## src/rtl/rr_arb_pkg.sv

```systemverilog
// Shared definitions for the 8-way round-robin arbiter: requester count,
// state encoding and the one-hot to index decode.
package rr_arb_pkg;

    localparam int NREQ = 8;

    localparam logic [0:0] IDLE  = 1'b0;
    localparam logic [0:0] GRANT = 1'b1;

    function automatic logic [2:0] onehot_to_idx3(input logic [NREQ-1:0] oh);
        logic [2:0] idx;
        idx = 3'd0;
        for (int i = 0; i < NREQ; i++) begin
            if (oh[i]) idx = idx | i[2:0];
        end
        return idx;
    endfunction

endpackage

```

## src/rtl/rr_pick8.sv

```systemverilog
// Combinational circular priority pick: first set request at or above ptr,
// wrapping from 7 back to 0.
module rr_pick8
    import rr_arb_pkg::*;
(
    input  logic [NREQ-1:0] req,
    input  logic [2:0]      ptr,
    output logic [NREQ-1:0] pick_oh,
    output logic            pick_vld
);

    logic [2:0] idx;

    always_comb begin
        pick_oh  = '0;
        pick_vld = 1'b0;
        idx      = 3'd0;
        for (int k = 0; k < NREQ; k++) begin
            idx = ptr + k[2:0];
            if (!pick_vld && req[idx]) begin
                pick_oh[idx] = 1'b1;
                pick_vld     = 1'b1;
            end
        end
    end

endmodule

```

## src/rtl/rr_arb8.sv

```systemverilog
// Round-robin arbiter for 8 requesters with bounded burst hold; the
// registered one-hot grant drives a shared mux select directly.
module rr_arb8
    import rr_arb_pkg::*;
#(
    parameter int MAXBURST = 8,
    parameter int CW       = 4
) (
    input  logic            clk,
    input  logic            rst,
    input  logic [NREQ-1:0] req,
    output logic [NREQ-1:0] gnt,
    output logic [2:0]      gidx,
    output logic            busy
);

    localparam logic [CW-1:0] MAXB    = CW'(MAXBURST);
    localparam logic [CW-1:0] CNT_MAX = {CW{1'b1}};
    localparam logic [CW-1:0] CNT_ONE = CW'(1);

    logic [0:0]      state_q, state_d;
    logic [2:0]      ptr_q, ptr_d;
    logic [CW-1:0]   cnt_q, cnt_d;
    logic [NREQ-1:0] gnt_q, gnt_d;

    logic [2:0]      cur_idx;
    logic [2:0]      pick_ptr;
    logic [NREQ-1:0] pick_req;
    logic [NREQ-1:0] pick_oh;
    logic            pick_vld;
    logic            burst_done;
    logic            owner_req;

    assign cur_idx = onehot_to_idx3(gnt_q);

    // Masking the current owner makes the same pick serve release (its req is
    // already low) and preemption (it must be skipped); in IDLE gnt_q is zero.
    assign pick_req   = req & ~gnt_q;
    assign pick_ptr   = (state_q == GRANT) ? (cur_idx + 3'd1) : ptr_q;
    assign owner_req  = |(req & gnt_q);
    assign burst_done = (MAXBURST != 0) && (cnt_q >= MAXB);

    rr_pick8 u_pick (
        .req      (pick_req),
        .ptr      (pick_ptr),
        .pick_oh  (pick_oh),
        .pick_vld (pick_vld)
    );

    always_comb begin
        state_d = state_q;
        ptr_d   = ptr_q;
        cnt_d   = cnt_q;
        gnt_d   = gnt_q;
        case (state_q)
            IDLE: begin
                if (pick_vld) begin
                    gnt_d   = pick_oh;
                    cnt_d   = CNT_ONE;
                    state_d = GRANT;
                end
            end
            GRANT: begin
                if (!owner_req) begin
                    ptr_d = cur_idx + 3'd1;
                    if (pick_vld) begin
                        gnt_d = pick_oh;
                        cnt_d = CNT_ONE;
                    end else begin
                        gnt_d   = '0;
                        cnt_d   = '0;
                        state_d = IDLE;
                    end
                end else if (burst_done && pick_vld) begin
                    ptr_d = cur_idx + 3'd1;
                    gnt_d = pick_oh;
                    cnt_d = CNT_ONE;
                end else if (cnt_q != CNT_MAX) begin
                    cnt_d = cnt_q + CNT_ONE;
                end
            end
            default: begin
                state_d = IDLE;
                gnt_d   = '0;
                cnt_d   = '0;
            end
        endcase
    end

    always_ff @(posedge clk or posedge rst) begin
        if (rst) begin
            state_q <= IDLE;
            ptr_q   <= 3'd0;
            cnt_q   <= '0;
            gnt_q   <= '0;
        end else begin
            state_q <= state_d;
            ptr_q   <= ptr_d;
            cnt_q   <= cnt_d;
            gnt_q   <= gnt_d;
        end
    end

    assign gnt  = gnt_q;
    assign gidx = cur_idx;
    assign busy = |gnt_q;

endmodule

```

## config.mk

```make
export PLATFORM = sky130hd
export DESIGN_NAME = rr_arb8
export DESIGN_NICKNAME = d
export VERILOG_FILES = /design/src/rtl/rr_arb_pkg.sv /design/src/rtl/rr_pick8.sv /design/src/rtl/rr_arb8.sv
export SDC_FILE = /design/constraint.sdc
export NUM_CORES = 1
export LEC_CHECK = 0
export CAP_MARGIN = 10
export CORE_MARGIN = 2
export CORE_UTILIZATION = 50
export DETAILED_ROUTE_END_ITERATION = 12
export PLACE_DENSITY = 0.81
export RECOVER_POWER = 25
export SETUP_SLACK_MARGIN = 0.5
export SYNTH_ARGS = -nofsm -noshare
export SYNTH_HDL_FRONTEND = slang
export SYNTH_SLANG_ARGS = --single-unit
```

## constraint.sdc

```tcl
create_clock -name clk -period 9.2 [get_ports clk]
set_input_delay 2.76 -clock clk [delete_from_list [all_inputs] [get_ports clk]]
set_output_delay 2.76 -clock clk [all_outputs]
set_load 0.05 [all_outputs]
```

==> results.txt <==
number of flops mapped to enable cells by yosys: 0
RSZ-0062 raised after global routing: no
cell depth of the worst setup path: 9
Via-to-Cell Ratio: 6.64
number of routed nets with antenna violations: 0
TritonCTS buffer count: 3
via count of the first global-routing pass: 1974
sum of net half-perimeters after detailed placement: 4.64 mm
fraction of synthesized area in multiplexers: 9.81%
yosys synthesis warning count: 0
initial antenna violation count: 0
relative area change from synthesis to final layout: 12.3%
synthesized flop and latch total: 16
starting utilization of the core area: 52.3%
Final Wtd Congestion: 0.988
data required time of the critical path: 9.32 ns
count of maximum capacitance violations: 0
post-synthesis area per instance: 7.86 um2
floorplan row count: 23
post-cts repair resize count: 0
top cell types by occurrence after synthesis: nor2_1 (26), nand2_1 (23), dfrtp_1 (16)
final hold violation count: 0
nature of the critical path startpoint: input port
stage delay of the slowest cell on the critical path: 0.47 ns
number of endpoints failing setup at the final stage: 0
top fanout value on the critical path: 11
Least-Margin Pin Slew: 0.622 ns
combinational family with the most area after synthesis: simple AND/OR/NAND/NOR gates
width of the chip: 68.7 um
leading post-synthesis cells by cell area: dfrtp_1 (19%), ha_1 (5.4%), a211oi_1 (4.7%)
count of buffers from port buffering: 21
Sum Neg Setup Slack: 0 ns
cell area after synthesis: 2090 um2
post-route fraction of the period consumed by the critical path: 62.5%
ys async rst share: 100%
worst-case headroom to the max-slew limit: 58.5%
net count of the mapped netlist: 285
Clock Tree Buf Depth: 2
adder-cell share of the synthesized area: 5.39%
minimum clock period after layout: 5.75 ns
final core occ: 58.7%
setup skew after layout: 0.00279 ns
upper clock frequency limit: 174 MHz
kind of cell with the highest combined delay on the critical path: compound AO/OA/AOI/OAI gates
# H-tree levels: 1
Clk pin slew, worst setup/hold paths: 0.05 ns
overall overflow remaining after global route: 0
most area-hungry cell type in the Yosys netlist: dfrtp_1
area fraction in and, or, nand and nor cells after synthesis: 31.1%
count of mapped cells out of synthesis: 266
drt total wl: 6.03 mm
clk sinks: 16
hold-critical path depth: 1
buffers and inverters on the worst path: 1
number of search-and-repair iterations in the first detailed-routing pass: 5
number of setup buffers added after CTS: 0
signal arrival time at the worst endpoint: 5.87 ns
worst-path cell with the longest stage delay: mux4_2
Root Buffer Master: clkbuf_8
overall die height: 68.7 um
total number of vias: 2183
fraction of layout instances using a drive strength above 1: 10.4%
overall die area: 4710 um2
Pins Over Slew Limit: 0
Critical Path End Type: flip-flop
area fraction in compound gates after synthesis: 26.8%
xor/xnor share of the synthesized area: 1.26%
pin count of the biggest net entering global routing: 22
share of the synthesized area in the top cell type: 19.2%
library cell with the highest instance count after synthesis: nor2_1
TritonCTS clock tree: yes
number of antenna diodes: 0
global-route wire length before repair: 9.44 mm
Main synth FF type: dfrtp_1
number of unique standard cell types used by synthesis: 57
count of unresolved DRC violations after routing: 0
path type of the worst setup path: in2reg
Post-layout nets: 300
Worst-Skew Late Latency: 0.24 ns
Routed WL per cell: 18.3 um
gr usage total: 27.3%
status: completed
number of placed I/O pins: 22
Cell Chain, Critical Path: clkdlybuf4s50_1 -> nor2b_1 -> mux4_2 -> o211ai_1 -> a221o_1 -> nand4_2 -> o21ai_0 -> a21oi_1 -> mux2_2
number of hold buffers added after CTS: 0
share of synthesized area occupied by flip-flops and latches: 19.2%
count of routing violations after the opening detailed-route iteration: 253
core region area: 4000 um2
Worst Reg2Reg Path Length in Cells: 15
worst hold path class: reg2reg
-- worst paths after layout --
kind | slack (ns) | endpoint | from
setup / recovery | 3.45 | ptr_q[1] | req[0]
setup reg to reg | 3.55 | ptr_q[1] | gnt[3]
min in group asynchronous | 3.02 | cnt_q[2] | rst
hold reg to reg | 0.50 | ptr_q[2] | ptr_q[2]
hold / removal | 0.50 | ptr_q[2] | ptr_q[2]
max in group asynchronous | 5.80 | gnt[3] | rst
-- final cells by class --
cell class / instances / area (um2)
clock buffer: 3 / 41.3
sequential: 16 / 400
multi-input combinational: 220 / 1550
tap: 50 / 62.6
timing repair buffer: 23 / 225
fill: 371 / 1650
inverter: 17 / 63.8
-- cell families (layout without fill, tap and decap cells) --
logic type | after synthesis | count (layout)
AOI/OAI and AO/OA | 74 | 74
and+or+nand+nor | 118 | 118
adders and majority gates | 9 | 9
DFF | 16 | 16
buffers and inverters | 30 | 43
muxes | 16 | 16
xor gates and xnor gates | 3 | 3
-- routing by layer --
layer  up-vias  wire length, um  GRT usage [%]
li1       1034                -              -
met1      1030             2580           35.6
met2       107             2820           44.5
met3        12              537           6.66
met4         0               91           8.25
met5         -                0              0
-- metrics by stage --
stage          area (um2)  setup WS [ns]  instances  hold WS (ns)
2_1_floorplan        2090           3.64        266         0.473
3_3_place_gp         2310           3.43        326         0.488
3_5_place_dp         2310           3.33        326         0.487
4_1_cts              2350           3.57        329         0.500
5_1_grt              2350           3.31        329         0.541
6_report             2350           3.45        329         0.501
-- worst reg2reg max path, stage by stage (launching register included) --
cell	delay (ns)
dfrtp_1	0.54
nor4_4	0.57
inv_2	0.14
ha_1	0.35
mux2i_1	0.14
buf_4	0.21
clkinv_1	0.30
ha_1	0.67
clkinv_1	0.41
mux4_2	0.46
nor2b_4	0.17
a2111oi_4	0.33
nand4_2	0.39
o21ai_0	0.36
a21oi_1	0.19
mux2_2	0.31
-- registers in the layout, summed over array words and instances, names as in the netlist --
name     flops
gnt          8
cnt_q        4
state_q      1
ptr_q        3
-- cell usage in the layout, fill, tap and decap left out, types with 9 or more instances in the layout --
cell / Yosys / final
nor2_1: 26 / 26
ha_1: 9 / 9
nand2_1: 23 / 23
a21oi_1: 12 / 12
clkdlybuf4s50_1: 0 / 20
dfrtp_1: 16 / 16
nor3_1: 11 / 11
inv_1: 13 / 13
a211oi_1: 13 / 13
o31ai_1: 13 / 13
nand3_1: 14 / 14
Power is left out: the tool's default activity adds up to more than one toggle a clock period on the data nets, which glitch-free logic cannot reach.
